File: config.mk
export PLATFORM = sky130hd
export DESIGN_NAME = stopwatch_core
export DESIGN_NICKNAME = d
export VERILOG_FILES = /design/src/rtl/stopwatch_pkg.sv /design/src/rtl/toggle_tick_sync.sv /design/src/rtl/stopwatch_core.sv
export SDC_FILE = /design/constraint.sdc
export NUM_CORES = 1
export LEC_CHECK = 0
export BUFFER_PORTS_ARGS = -buffer_cell sky130_fd_sc_hd__buf_2
export CAP_MARGIN = 5
export CORE_MARGIN = 8
export CORE_UTILIZATION = 59
export DETAILED_ROUTE_END_ITERATION = 10
export PLACE_DENSITY = 0.84
export RECOVER_POWER = 25
export SYNTH_ARGS = -nofsm -noshare
export SYNTH_HDL_FRONTEND = slang
export SYNTH_SLANG_ARGS = --single-unit
File: constraint.sdc
create_clock -name clk_i -period 4.6 [get_ports clk_i]
set_clock_uncertainty 0.2 [all_clocks]
set_input_delay 0.92 -clock clk_i [delete_from_list [all_inputs] [get_ports clk_i]]
set_output_delay 0.92 -clock clk_i [all_outputs]
set_load 0.1 [all_outputs]
File: src/rtl/stopwatch_pkg.sv
// stopwatch_pkg: shared state encoding, default limits and count widths for the stopwatch
package stopwatch_pkg;
    typedef enum logic [1:0] {IDLE, RUN, PAUSE} state_e;
    localparam int MS_W = 10;
    localparam int SEC_W = 6;
    localparam int MIN_W = 7;
    localparam int MS_MAX_DEF = 999;
    localparam int SEC_MAX_DEF = 59;
    localparam int MIN_MAX_DEF = 99;
endpackage

File: src/rtl/toggle_tick_sync.sv
// toggle_tick_sync: synchronizes a divider toggle and emits a one-cycle tick per transition
module toggle_tick_sync (
    input  logic clk_i,
    input  logic reset_i,
    input  logic toggle_i,
    output logic tick_o
);
    logic sync1_q, sync2_q, hist_q;
    always_ff @(posedge clk_i) begin
        if (reset_i) begin
            sync1_q <= 1'b0;
            sync2_q <= 1'b0;
            hist_q  <= 1'b0;
        end else begin
            sync1_q <= toggle_i;
            sync2_q <= sync1_q;
            hist_q  <= sync2_q;
        end
    end
    assign tick_o = sync2_q ^ hist_q;
endmodule

File: src/rtl/stopwatch_core.sv
// stopwatch_core: ms/sec/min stopwatch with start/stop, lap freeze, clear and saturation
module stopwatch_core
    import stopwatch_pkg::*;
#(
    parameter int MS_MAX  = MS_MAX_DEF,
    parameter int SEC_MAX = SEC_MAX_DEF,
    parameter int MIN_MAX = MIN_MAX_DEF
) (
    input  logic             clk_i,
    input  logic             reset_i,
    input  logic             ms_clk_i,
    input  logic             start_stop_i,
    input  logic             lap_i,
    input  logic             clear_i,
    output logic [MS_W-1:0]  ms_count_o,
    output logic [SEC_W-1:0] sec_count_o,
    output logic [MIN_W-1:0] min_count_o,
    output logic [MS_W-1:0]  disp_ms_o,
    output logic [SEC_W-1:0] disp_sec_o,
    output logic [MIN_W-1:0] disp_min_o,
    output logic             running_o,
    output logic             lap_hold_o,
    output logic             overflow_o
);
    localparam logic [MS_W-1:0]  MS_LAST  = MS_W'(MS_MAX);
    localparam logic [SEC_W-1:0] SEC_LAST = SEC_W'(SEC_MAX);
    localparam logic [MIN_W-1:0] MIN_LAST = MIN_W'(MIN_MAX);

    logic tick;
    toggle_tick_sync u_sync (
        .clk_i   (clk_i),
        .reset_i (reset_i),
        .toggle_i(ms_clk_i),
        .tick_o  (tick)
    );

    // {start_stop, lap, clear}: level history plus registered rising-edge pulse
    logic [2:0] ctl_q, rise_q;
    always_ff @(posedge clk_i) begin
        if (reset_i) begin
            ctl_q  <= '0;
            rise_q <= '0;
        end else begin
            ctl_q  <= {start_stop_i, lap_i, clear_i};
            rise_q <= {start_stop_i, lap_i, clear_i} & ~ctl_q;
        end
    end

    state_e state_q, state_d;
    logic [MS_W-1:0]  ms_q, ms_d, lap_ms_q, lap_ms_d;
    logic [SEC_W-1:0] sec_q, sec_d, lap_sec_q, lap_sec_d;
    logic [MIN_W-1:0] min_q, min_d, lap_min_q, lap_min_d;
    logic hold_q, hold_d, ovf_q, ovf_d;

    always_ff @(posedge clk_i) begin
        if (reset_i) begin
            state_q   <= IDLE;
            ms_q      <= '0;
            sec_q     <= '0;
            min_q     <= '0;
            lap_ms_q  <= '0;
            lap_sec_q <= '0;
            lap_min_q <= '0;
            hold_q    <= 1'b0;
            ovf_q     <= 1'b0;
        end else begin
            state_q   <= state_d;
            ms_q      <= ms_d;
            sec_q     <= sec_d;
            min_q     <= min_d;
            lap_ms_q  <= lap_ms_d;
            lap_sec_q <= lap_sec_d;
            lap_min_q <= lap_min_d;
            hold_q    <= hold_d;
            ovf_q     <= ovf_d;
        end
    end

    logic at_max;
    assign at_max = (ms_q == MS_LAST) && (sec_q == SEC_LAST) && (min_q == MIN_LAST);

    always_comb begin
        state_d   = state_q;
        ms_d      = ms_q;
        sec_d     = sec_q;
        min_d     = min_q;
        lap_ms_d  = lap_ms_q;
        lap_sec_d = lap_sec_q;
        lap_min_d = lap_min_q;
        hold_d    = hold_q;
        ovf_d     = ovf_q;
        if (rise_q[0]) begin
            state_d   = IDLE;
            ms_d      = '0;
            sec_d     = '0;
            min_d     = '0;
            lap_ms_d  = '0;
            lap_sec_d = '0;
            lap_min_d = '0;
            hold_d    = 1'b0;
            ovf_d     = 1'b0;
        end else begin
            if (rise_q[2])
                state_d = (state_q == RUN) ? PAUSE :
                          (state_q == PAUSE && ovf_q) ? PAUSE : RUN;
            if (rise_q[1]) begin
                if (hold_q) begin
                    hold_d = 1'b0;
                end else if (state_q == RUN) begin
                    hold_d    = 1'b1;
                    lap_ms_d  = ms_q;
                    lap_sec_d = sec_q;
                    lap_min_d = min_q;
                end
            end
            // tick judged against the pre-edge state, so a stop on the same edge still counts
            if (tick && state_q == RUN) begin
                if (at_max) begin
                    ovf_d   = 1'b1;
                    state_d = PAUSE;
                end else if (ms_q != MS_LAST) begin
                    ms_d = ms_q + MS_W'(1);
                end else begin
                    ms_d  = '0;
                    sec_d = (sec_q == SEC_LAST) ? '0 : sec_q + SEC_W'(1);
                    min_d = (sec_q == SEC_LAST) ? min_q + MIN_W'(1) : min_q;
                end
            end
        end
    end

    assign ms_count_o  = ms_q;
    assign sec_count_o = sec_q;
    assign min_count_o = min_q;
    assign disp_ms_o   = hold_q ? lap_ms_q : ms_q;
    assign disp_sec_o  = hold_q ? lap_sec_q : sec_q;
    assign disp_min_o  = hold_q ? lap_min_q : min_q;
    assign running_o   = (state_q == RUN);
    assign lap_hold_o  = hold_q;
    assign overflow_o  = ovf_q;
endmodule
Yosys cells after proc, flatten, opt, wreduce, memory -nomap -nowiden

Index checks and enable logic that the tools add are counted.

Input bits: 6
Flip-flop bits (word level): 59
Word-level logic and storage cells: 51

Bitwise operators: 6
Equality and inequality tests: 6
Muxes and demuxes: 12
Reduce and logical (&&, ||, !) cells: 10
Add/subtract/negate cells: 3

Operators by type and width:

| operator                                                               | count |
|---|---|
| 10-bit two-way mux                                                     | 2 |
| 6-bit two-way mux                                                      | 2 |
| 10-bit by 1-bit adder with 10-bit output (second input constant)       | 1 |
| 10-bit equality test (second input constant)                           | 1 |
| 2-bit two-way mux                                                      | 5 |
| 10-bit != test (second input constant)                                 | 1 |
| 7-bit by 1-bit adder with 7-bit output (second input constant)         | 1 |
| 7-bit equality test (second input constant)                            | 1 |
| 7-bit two-way mux                                                      | 1 |
| 6-bit by 1-bit adder with 6-bit output (second input constant)         | 1 |
| 6-bit equality test (second input constant)                            | 1 |
| 3-bit AND reduction                                                    | 2 |
| 1-bit logical AND                                                      | 4 |
| 2-bit AND reduction                                                    | 2 |
| 4-bit AND reduction                                                    | 1 |
| 3-bit bitwise AND                                                      | 1 |
| 1-bit inverter                                                         | 3 |
| 3-bit inverter                                                         | 1 |
| 2-bit by 1-bit equality test with 1-bit output (second input constant) | 1 |
| 2-bit equality test (second input constant)                            | 1 |
| 1-bit two-way mux                                                      | 2 |
| 2-bit OR reduction                                                     | 1 |
| 1-bit bitwise XOR                                                      | 1 |

Depth between registers and ports, before layout

Gate-level depths: netlist (run 1).

Depth in word-level cells: 7
Depth in mapped cells: 6
Depth with buffers taken out: 5

Cells and area by module

Synthesis (run 1) repeated with hierarchy kept, for this count alone.

Cell total of the unflattened synthesis: 326
Area total of the unflattened synthesis: 2803.9 um^2

Modules (own cells, without submodules):

| module           | area an instance (um^2) | instances | sequential area each (um^2) | cells an instance |
|---|---|---|---|---|
| stopwatch_core   | 2716.4                  | 1         | 1121.1                      | 319 |
| toggle_tick_sync | 87.6                    | 1         | 60.1                        | 7 |

Least setup slack after synthesis (run 1)

No wires, ideal clock.

Path kind: register to output
Start point: reg ms_q[2] (netlist: ms_count_o[2])
End point: out disp_ms_o[2]
Arrival time: 3508 ps
Slack: -28 ps
Stages on the path, launching flop included: 4
Buffers on the path: 1
Path through: dfxtp_1 -> clkbuf_1 -> inv_1 -> o21ai_0

Word-level cells in the longest chain between the ends: 1

RTL lines:

| element                  | RTL line              | RTL |
|---|---|---|
| start: declaration       | stopwatch_core.sv:50  | `logic [MS_W-1:0] ms_q, ms_d, lap_ms_q, lap_ms_d;` |
| start signal: assignment | stopwatch_core.sv:68  | `ms_q <= ms_d;` |
| 10-bit two-way mux       | stopwatch_core.sv:135 | `assign disp_ms_o = hold_q ? lap_ms_q : ms_q;` |
| end: declaration         | stopwatch_core.sv:18  | `output logic [MS_W-1:0] disp_ms_o,` |

Every way passes these cells.

Worst setup path in the final report (run 1)

Start point: in reset_i
End point: reg sec_q[4] (netlist: sec_count_o[4])

Word-level cells in the longest chain between the ends: 1

RTL lines:

| element                      | RTL line             | RTL |
|---|---|---|
| start: declaration           | stopwatch_core.sv:10 | `input logic reset_i,` |
| 2-bit OR reduction (no line) | -                    |  |
| end signal: assignment       | stopwatch_core.sv:59 | `sec_q <= '0;` |
| end signal: assignment       | stopwatch_core.sv:69 | `sec_q <= sec_d;` |
| end: declaration             | stopwatch_core.sv:51 | `logic [SEC_W-1:0] sec_q, sec_d, lap_sec_q, lap_sec_d;` |

Every way passes these cells.
A chain may end at the register's enable or synchronous reset.

==> reports/qor.csv, run 1 <==
stage;metric;value;unit
run_status;outcome;finished, violations left;
run_status;violated checks;max-capacitance violations, max-slew violations;
cells_and_area;Register Area;1180;sq um
clocking;Clock Sinks;59;
sta;min Tclk post-route;3.56;ns
routing;DRT iter0 DRCs;343;
setup_path;nature of the critical path endpoint;register;
sta;final hold vios;0;
floorplanning;Total Die Area;7270;sq um
sta;Hold WS;0.181;ns
power_and_ir_drop;Psw;0.231;mW
grt;M3 GR Usage;5.79;%
setup_path;CP startpoint kind;input port;
synthesis;ys async rst share;0;%
routing;via count;2750;
cells_and_area;share of layout cells above drive strength 1;24.6;%
synthesis;most used flip-flop cell after synthesis;dfxtp_1;
clocking;hold-fix buffers at CTS;0;
routing;Post-DRT Antenna Nets;0;
cells_and_area;Antenna Cells;0;
power_and_ir_drop;power share of the clock group;43.0;%
setup_path;critical path's slowest cell;or2_0;
synthesis;Ys Warns;0;
setup_path;CP peak stage delay;1.87;ns
synthesis;synthesized flop and latch total;59;
job;max_cap viols;1;
sta;maximum clock frequency;0.281;GHz
worst_hold_path;hold crit path type;reg -> reg;
power_and_ir_drop;Power Density;298;nW/um^2
cells_and_area;P&R area growth vs syn;16.0;%
grt;M1 GR Usage;26.7;%
sta;Slew Limit Fails;44;
synthesis;Synth cell types;51;
setup_path;CP Class;in -> reg;
sta;RSZ-0062 raised after global routing;false;
grt;grt peak-use layer;met2;
grt;grt ovf;0;
grt;first-pass GRT wire length;12500;um
sta;Worst Tran Pin Value;2.51;ns
power_and_ir_drop;Reg power frac;53.1;%
setup_path;Required @ worst endpoint;4.52;ns
routing;drt via density;6.25;
power_and_ir_drop;VDD IR-drop max;0.230;mV
clocking;clk_lat worst skew;0.34;ns
sta;period utilisation layout;77.3;%
setup_path;WP data arrival;3.48;ns
grt;largest net degree at the start of global routing;44;
floorplanning;num ports;55;
setup_path;reg2reg setup slack;1.58;ns
floorplanning;Core Box Area;4660;sq um
synthesis;Syn Inst Count;334;
routing;WL final;7560;um
sta;Slew Limit Headroom;-67.2;%
clocking;CTS buffer count;9;
setup_path;CP max FO;43;
synthesis;EDFF count, synth;0;
clocking;clock tree buffer depth;2;
routing;drt pass-1 iters;7;
clocking;H-tree depth;3;
grt;Total GRT Usage;21.3;%
power_and_ir_drop;Net Sw Frac;23.6;%
clocking;post_cts resized;0;
placed_design;Port Buf Inserts;54;
clocking;postcts setup bufs;0;
grt;vias in the first global route;2502;
setup_path;CP bufs+invs;1;
setup_path;Critical Path, Cell by Cell;clkbuf_1, or2_0, o21ai_0;
setup_path;Worst Setup SP;reset_i;
placed_design;RePlAce Congestion;0.927;
synthesis;Netlist Area Pre-Place;2830;sq um
power_and_ir_drop;Int Pwr;0.748;mW
synthesis;Synth Net Count;343;
clocking;Root Driver;clkbuf_8;
cells_and_area;multi-input logic area;1560;sq um
power_and_ir_drop;combinational power share;3.9;%
routing;DRC viols;0;
sta;setup TNS;0;ns
synthesis;syn_area_per_cell;8.48;sq um
grt;initial antenna violation count;0;
floorplanning;Initial Util;60.8;%
cells_and_area;Filler cells;363;
synthesis;Seq/Total Area, Yosys;41.7;%
worst_hold_path;hold_sp;ctl_q[2];
floorplanning;die height;85.3;um
routing;WL per Instance;17.2;um
placed_design;dpl hpwl;4950;um
sta;# setup viols final;0;
floorplanning;Die X;85.3;um
grt;GR met2 Demand/Resource;33.0;%
setup_path;RR Startpoint;rise_q[0];
clocking;CTS tree;yes;
floorplanning;Core Rows;25;
cells_and_area;NumNets Final;390;
clocking;Worst-path clk slew;0.06;ns
setup_path;crit-path leading delay family;simple AND/OR/NAND/NOR gates;
power_and_ir_drop;Leak;1.26;nW
==> per-stage QoR <==
stage	total power, mW	utilization, %	setup WS (ns)	area (sq um)	instances
after global placement	0.568	66.8	1.91	3120	424
after CTS	0.980	70.6	1.48	3290	440
after detailed placement	0.569	66.8	1.85	3120	424
after floorplan	0.559	-	0.0425	2830	334
after global routing	1.02	70.5	0.763	3280	440
final	0.979	70.5	1.04	3280	440
==> per-layer routing <==
layer,share of wire [%],vias to the layer above
li1,-,1324
met1,43,1286
met2,47,122
met3,8.9,18
met4,1.8,0
met5,0,-
==> registers in the layout, indices dropped and copies added (netlist names) <==
| register | count |
|---|---|
| sec_count_o | 6 |
| state_q | 2 |
| lap_hold_o | 1 |
| lap_min_q | 7 |
| lap_sec_q | 6 |
| u_sync.hist_q | 1 |
| ms_count_o | 10 |
| lap_ms_q | 10 |
| u_sync.sync1_q | 1 |
| rise_q | 3 |
| min_count_o | 7 |
| ctl_q | 3 |
| overflow_o | 1 |
| u_sync.sync2_q | 1 |
==> cell usage in the layout, fill, tap and decap left out, drive strengths merged, types with 3 or more instances in the layout <==
cell    instances
a31oi           4
inv             4
o31ai           5
o311ai          4
a21oi          36
clkinv          3
o21ai          10
or4             8
nand2          67
nand4           8
or3             4
nand3          13
o41ai           4
nor4            4
o211ai          4
nor2            5
dfxtp          59
nor2b          10
and3            5
nand4b          3
buf            54
ha              3
mux2           20
nor3            3
clkbuf         17
==> worst register-to-register path: stages (launching register included) <==
cell	delay, ns
dfxtp_1	0.45
or2_0	1.85
o21ai_0	0.31
==> synthesized netlist by cell type, types with 5 or more instances <==
cell type  number  area share [%]
nor2_1          5            0.66
or4_1           8             2.1
o21ai_0         9             1.6
o31ai_1         5             1.3
nand3_1        13             2.3
nand2_1        67             8.9
nor2b_1        10             2.2
clkbuf_1       19             2.5
mux2_2         20             8.0
nand4_1         8             1.8
a21oi_1        36             6.4
and3_1          5             1.1
dfxtp_1        59              42
==> logic make-up after synthesis <==
| kind of cell | share of synthesized area, % |
|---|---|
| AOI/OAI and AO/OA | 16.7 |
| xor gates and xnor gates | 0.928 |
| adders and majority gates | 1.33 |
| buffers and inverters | 3.53 |
| DFF | 41.7 |
| muxes | 8.66 |
| and+or+nand+nor | 27.2 |
==> cell type report <==
class,count,area share [%]
multi-input cells,249,47.4
flip-flops and latches,59,36.0
repair buffers,57,8.80
clock buffers,14,4.95
well taps,54,2.06
inverters,5,0.571
clock inverters,2,0.305
==> final timing paths <==
kind	end	cells past startpoint
worst min-delay path	rise_q[2]	1
worst max-delay path	sec_count_o[4]	3
worst max register to register	sec_count_o[4]	2
worst min register to register	rise_q[2]	1
==> power groups by stage <==
stage	Sequential [mW]	Combinational [mW]	Clock (mW)
6_report	0.520	0.0384	0.421
5_1_grt	0.520	0.0414	0.454
4_1_cts	0.519	0.0383	0.422
3_5_place_dp	0.531	0.0382	0
3_3_place_gp	0.530	0.0373	0
2_1_floorplan	0.531	0.0277	0
No activity file was read; power rests on OpenSTA's default activity.
==> run 2: changes to the inputs <==
--- a/config.mk
+++ b/config.mk
@@ -8,9 +8,9 @@
 export BUFFER_PORTS_ARGS = -buffer_cell sky130_fd_sc_hd__buf_2
 export CAP_MARGIN = 5
 export CORE_MARGIN = 8
-export CORE_UTILIZATION = 59
+export CORE_UTILIZATION = 55
 export DETAILED_ROUTE_END_ITERATION = 10
-export PLACE_DENSITY = 0.84
+export PLACE_DENSITY = 0.79
 export RECOVER_POWER = 25
 export SYNTH_ARGS = -nofsm -noshare
 export SYNTH_HDL_FRONTEND = slang
==> constraint.sdc (replaced) <==
create_clock -name clk_i -period 3.55 [get_ports clk_i]
set_clock_uncertainty 0.2 [all_clocks]
set_input_delay 0.71 -clock clk_i [delete_from_list [all_inputs] [get_ports clk_i]]
set_output_delay 0.71 -clock clk_i [all_outputs]
set_load 0.1 [all_outputs]
==> run 2 against run 1 <==
Compared with the run above: total power grew 45%; sequential share of layout area down 0.90 points; register-to-register slack lost 0.55 ns; clock power grew 65%; critical path depth unchanged; hold slack better by 0.00095 ns; largest cell class unchanged; the flow now finishes without violations; sequential cell count unchanged; critical path type is now reg -> out; global-route usage down 0.74 points; worst setup slack worse by 0.37 ns; die area grew 5.9%.
==> reports/qor.csv, run 2 (same netlist as run 1, synthesis figures left out) <==
stage;metric;value;unit
floorplanning;Core Box Area;5040;sq um
sta;period utilisation layout;81.0;%
floorplanning;die height;87.8;um
sta;# setup viols final;0;
cells_and_area;post-layout util;66.8;%
worst_hold_path;hold crit path type;reg -> reg;
cells_and_area;Filler cells;422;
power_and_ir_drop;VDD IR-drop max;0.430;mV
clocking;clock tree buffer depth;2;
routing;Post-DRT Antenna Nets;0;
setup_path;Worst Setup SP;lap_hold_o;
setup_path;Required @ worst endpoint;2.64;ns
clocking;postcts setup bufs;0;
routing;WL final;7410;um
floorplanning;Total Die Area;7700;sq um
grt;largest net degree at the start of global routing;44;
cells_and_area;P&R area growth vs syn;19.0;%
routing;via count;2721;
power_and_ir_drop;final total power;1.42;mW
routing;DRT iter0 DRCs;209;
routing;DRC viols;0;
setup_path;crit path capture;disp_min_o[0];
sta;final hold vios;0;
setup_path;Reg2Reg Depth;6;
setup_path;WP data arrival;1.96;ns
cells_and_area;NumNets Final;393;
floorplanning;num ports;55;
sta;Hold WS;0.182;ns
placed_design;RePlAce Congestion;0.944;
floorplanning;Core Rows;26;
placed_design;cell count after placement;443;
power_and_ir_drop;Leak;1.26;nW
sta;min Tclk post-route;2.87;ns
clocking;hold-fix buffers at CTS;0;
setup_path;CP startpoint kind;register;
routing;WL per Instance;16.2;um
sta;RSZ-0062 raised after global routing;false;
floorplanning;Die X;87.8;um
clocking;Worst-path clk slew;0.06;ns
clocking;CTS buffer count;9;
clocking;post_cts resized;0;
floorplanning;Initial Util;56.2;%
worst_hold_path;hold_sp;ctl_q[2];
cells_and_area;share of layout cells above drive strength 1;23.4;%
routing;drt pass-1 iters;4;
clocking;H-tree depth;3;
clocking;Root Driver;clkbuf_8;
sta;Slew Limit Headroom;0.463;%
setup_path;CP Class;reg -> out;
setup_path;RR Startpoint;ms_count_o[0];
power_and_ir_drop;Power Density;421;nW/um^2
grt;grt ovf;0;
sta;maximum clock frequency;0.348;GHz
cells_and_area;Antenna Cells;0;
setup_path;RR Endpoint;min_count_o[3];
job;max_cap viols;0;
cells_and_area;Final Non-Filler Cells;459;
grt;Total GRT Usage;20.6;%
sta;Worst Tran Pin Value;1.49;ns
grt;vias in the first global route;2612;
grt;initial antenna violation count;0;
sta;Slew Limit Fails;0;
clocking;CTS tree;yes;
cells_and_area;most frequent cells in the layout;67 x nand2_1, 59 x dfxtp_1, 41 x buf_2;
cells_and_area;commonest non-fill, non-tap cell in the layout;nand2_1;
clocking;Clock Sinks;59;
placed_design;dpl hpwl;4980;um
placed_design;Port Buf Inserts;54;
grt;first-pass GRT wire length;12400;um
setup_path;nature of the critical path endpoint;output port;
setup_path;CP max FO;21;
run_status;outcome;completed;
clocking;clk_lat worst skew;0.35;ns
setup_path;reg2reg setup slack;1.03;ns
sta;setup TNS;0;ns
routing;drt via density;5.93;
run 2: final cells by class:
class                   count  area [sq um]  area share [%]
multi-input cells         249          1560            46.3
flip-flops and latches     59          1180            35.1
repair buffers             60           295            8.77
clock buffers              11           151            4.49
well taps                  70          87.6            2.60
clock inverters             5          75.1            2.23
inverters                   5          18.8           0.557
run 2: how the worst min path moves through the flow:
stage	endpoint	slack, ns	cells after the start
3_5_place_dp	rise_q[2]	0.18	1
6_report	rise_q[2]	0.18	1
5_1_grt	rise_q[2]	0.20	1
2_1_floorplan	rise_q[0]	0.17	1
4_1_cts	rise_q[2]	0.18	1
3_3_place_gp	rise_q[2]	0.17	1
run 2: metal layers:
| metal | track usage [%] | vias to the layer above | wire length (um) |
|---|---|---|---|
| met1 | 24.7 | 1281 | 3260 |
| met2 | 32.8 | 100 | 3470 |
| li1 | - | 1325 | - |
| met3 | 4.69 | 15 | 525 |
| met5 | 0 | - | 0 |
| met4 | 12.3 | 0 | 147 |
run 2: stage by stage:
stage | setup slack (ns) | area (sq um)
after floorplan | -0.0404 | 2840
after global placement | 1.07 | 3160
after detailed placement | 1.04 | 3160
after CTS | 0.661 | 3390
after global routing | 0.555 | 3370
final | 0.676 | 3370
run 2: worst max-delay path: stages, from the launching register on:
cell and delay [ns]:
dfxtp_1 0.57, buf_4 0.36, mux2_2 0.38, buf_2 0.29
run 2: power by group:
part	total [mW]	switching [mW]	internal, mW
registers	0.672	0.00387	0.668
logic	0.0511	0.0384	0.0127
clock network	0.694	0.264	0.429
==> run 3: changes to the inputs <==
--- a/config.mk
+++ b/config.mk
@@ -8,9 +8,9 @@
 export BUFFER_PORTS_ARGS = -buffer_cell sky130_fd_sc_hd__buf_2
 export CAP_MARGIN = 5
 export CORE_MARGIN = 8
-export CORE_UTILIZATION = 55
+export CORE_UTILIZATION = 49
 export DETAILED_ROUTE_END_ITERATION = 10
-export PLACE_DENSITY = 0.79
+export PLACE_DENSITY = 0.75
 export RECOVER_POWER = 25
 export SYNTH_ARGS = -nofsm -noshare
 export SYNTH_HDL_FRONTEND = slang
==> constraint.sdc (replaced) <==
create_clock -name clk_i -period 2.62 [get_ports clk_i]
set_clock_uncertainty 0.2 [all_clocks]
set_input_delay 0.524 -clock clk_i [delete_from_list [all_inputs] [get_ports clk_i]]
set_output_delay 0.524 -clock clk_i [all_outputs]
set_load 0.1 [all_outputs]
==> run 3 against run 2 <==
Compared with the run above: die area rose by 10%; total power grew 35%; worst setup slack got worse by 0.47 ns; sequential share of layout area shrank 0.55 points; non-clock buffer count rose by 6; cell area rose by 2.8%.
==> reports/qor.csv, run 3 (same netlist as run 1, synthesis figures left out) <==
stage;metric;value;unit
sta;# setup viols final;0;
setup_path;CP peak stage delay;0.63;ns
floorplanning;die height;92.0;um
routing;WL per Instance;16.4;um
clocking;hold-fix buffers at CTS;0;
cells_and_area;Filler cells;490;
run_status;outcome;completed;
sta;RSZ-0062 raised after global routing;false;
grt;Total GRT Usage;18.4;%
power_and_ir_drop;Leak;1.32;nW
grt;vias in the first global route;2666;
grt;first-pass GRT wire length;12900;um
setup_path;CP Class;reg -> out;
clocking;clk_lat worst skew;0.34;ns
routing;via count;2783;
clocking;clock tree buffer depth;2;
setup_path;CP max FO;30;
cells_and_area;multi-input logic area;1590;sq um
floorplanning;Total Die Area;8470;sq um
clocking;H-tree depth;3;
power_and_ir_drop;Reg power frac;47.9;%
cells_and_area;share of layout cells above drive strength 1;29.1;%
sta;Worst Tran Pin Value;1.18;ns
placed_design;dpl ws;0.412;ns
placed_design;RePlAce Congestion;0.897;
cells_and_area;Antenna Cells;0;
setup_path;WP data arrival;1.69;ns
cells_and_area;commonest non-fill, non-tap cell in the layout;nand2_1;
clocking;Clock Sinks;59;
routing;WL final;7640;um
setup_path;Critical Path, Cell by Cell;nand2_1, o21ai_4, buf_2;
grt;largest net degree at the start of global routing;31;
power_and_ir_drop;power share of the clock group;48.3;%
worst_hold_path;hold crit path type;reg -> reg;
power_and_ir_drop;VDD IR-drop max;0.399;mV
sta;final hold vios;0;
sta;worst setup margin;0.209;ns
setup_path;Required @ worst endpoint;1.90;ns
routing;drt pass-1 iters;5;
setup_path;crit-path leading delay family;flip-flops;
routing;Post-DRT Antenna Nets;0;
floorplanning;num ports;55;
cells_and_area;Register Area;1190;sq um
power_and_ir_drop;final total power;1.91;mW
grt;grt ovf;0;
floorplanning;Core Box Area;5540;sq um
setup_path;critical path's slowest cell;dfxtp_4;
setup_path;CP bufs+invs;1;
floorplanning;Initial Util;51.1;%
clocking;CTS tree;yes;
floorplanning;Die X;92.0;um
sta;maximum clock frequency;0.415;GHz
cells_and_area;post-layout util;62.5;%
cells_and_area;P&R area growth vs syn;22.3;%
placed_design;dpl hpwl;5290;um
clocking;post_cts resized;0;
sta;setup TNS;0;ns
setup_path;CP startpoint kind;register;
power_and_ir_drop;Net Sw Frac;22.2;%
routing;DRT iter0 DRCs;268;
power_and_ir_drop;Int Pwr;1.48;mW
cells_and_area;most frequent cells in the layout;67 x nand2_1, 50 x dfxtp_1, 44 x buf_2;
power_and_ir_drop;Power Density;550;nW/um^2
clocking;Root Driver;clkbuf_8;
sta;Slew Limit Fails;0;
sta;period utilisation layout;92.0;%
power_and_ir_drop;Psw;0.424;mW
routing;DRC viols;0;
sta;Slew Limit Headroom;21.7;%
grt;initial antenna violation count;0;
floorplanning;Core Rows;27;
sta;Hold WS;0.183;ns
setup_path;nature of the critical path endpoint;output port;
clocking;CTS buffer count;9;
clocking;postcts setup bufs;0;
placed_design;Port Buf Inserts;54;
power_and_ir_drop;combinational power share;3.8;%
sta;min Tclk post-route;2.41;ns
clocking;Worst-path clk slew;0.07;ns
cells_and_area;NumNets Final;399;
job;max_cap viols;0;
routing;drt via density;5.96;
## run 3: cell count changes in the layout (fill, tap and decap cells not counted), moves of 2 or more
cell	delta
o21ai_1	-2
buf_4	+6
dfxtp_1	-9
clkbuf_1	-7
dfxtp_2	+8
clkbuf_2	+5
buf_2	+3
o21ai_4	+3
## run 3: final timing paths
kind / from / endpoint / slack, ns / depth (start not counted)
hold / removal: ctl_q[1] / rise_q[1] / 0.18 / 1
setup reg to reg: ms_count_o[0] / min_count_o[4] / 0.36 / 6
setup / recovery: lap_hold_o / disp_ms_o[2] / 0.21 / 3
hold reg to reg: ctl_q[1] / rise_q[1] / 0.18 / 1
## run 3: area by class of cell
cell class,instances,share of cell area (%)
tap,72,2.60
inverter,5,0.542
sequential,59,34.5
clock buffer,11,4.08
timing repair buffer,66,10.1
multi-input combinational,249,45.9
clock inverter,5,2.24
## run 3: power by group through the flow
stage               Sequential [mW]  Combinational [mW]  Clock, mW
floorplan                     0.932              0.0489          0
global placement              0.932              0.0717          0
detailed placement            0.932              0.0734          0
CTS                           0.912              0.0735      0.931
global route                  0.912              0.0775      0.985
finish                        0.912              0.0729      0.921
## run 3: metrics by stage
stage	cells	instance area, sq um
floorplan	334	2880
global placement	451	3250
detailed placement	451	3250
CTS	467	3470
global route	467	3460
finish	467	3460
## run 3: per-layer routing
metal  vias up  track usage, %  wire length, um  share of wire (%)
met5         -               0                0                  0
met4         0            5.91               95                1.2
met3        14            6.28              559                7.3
met2       121            28.8             3580                 47
met1      1312            23.1             3400                 45
li1       1336               -                -                  -
## run 3: worst register-to-register path, cell delays in order (launching register included)
cell      delay, ns
dfxtp_2        0.42
ha_1           0.30
and4bb_2       0.30
nand4_1        0.11
buf_4          0.20
or4_1          0.51
a21oi_1        0.15
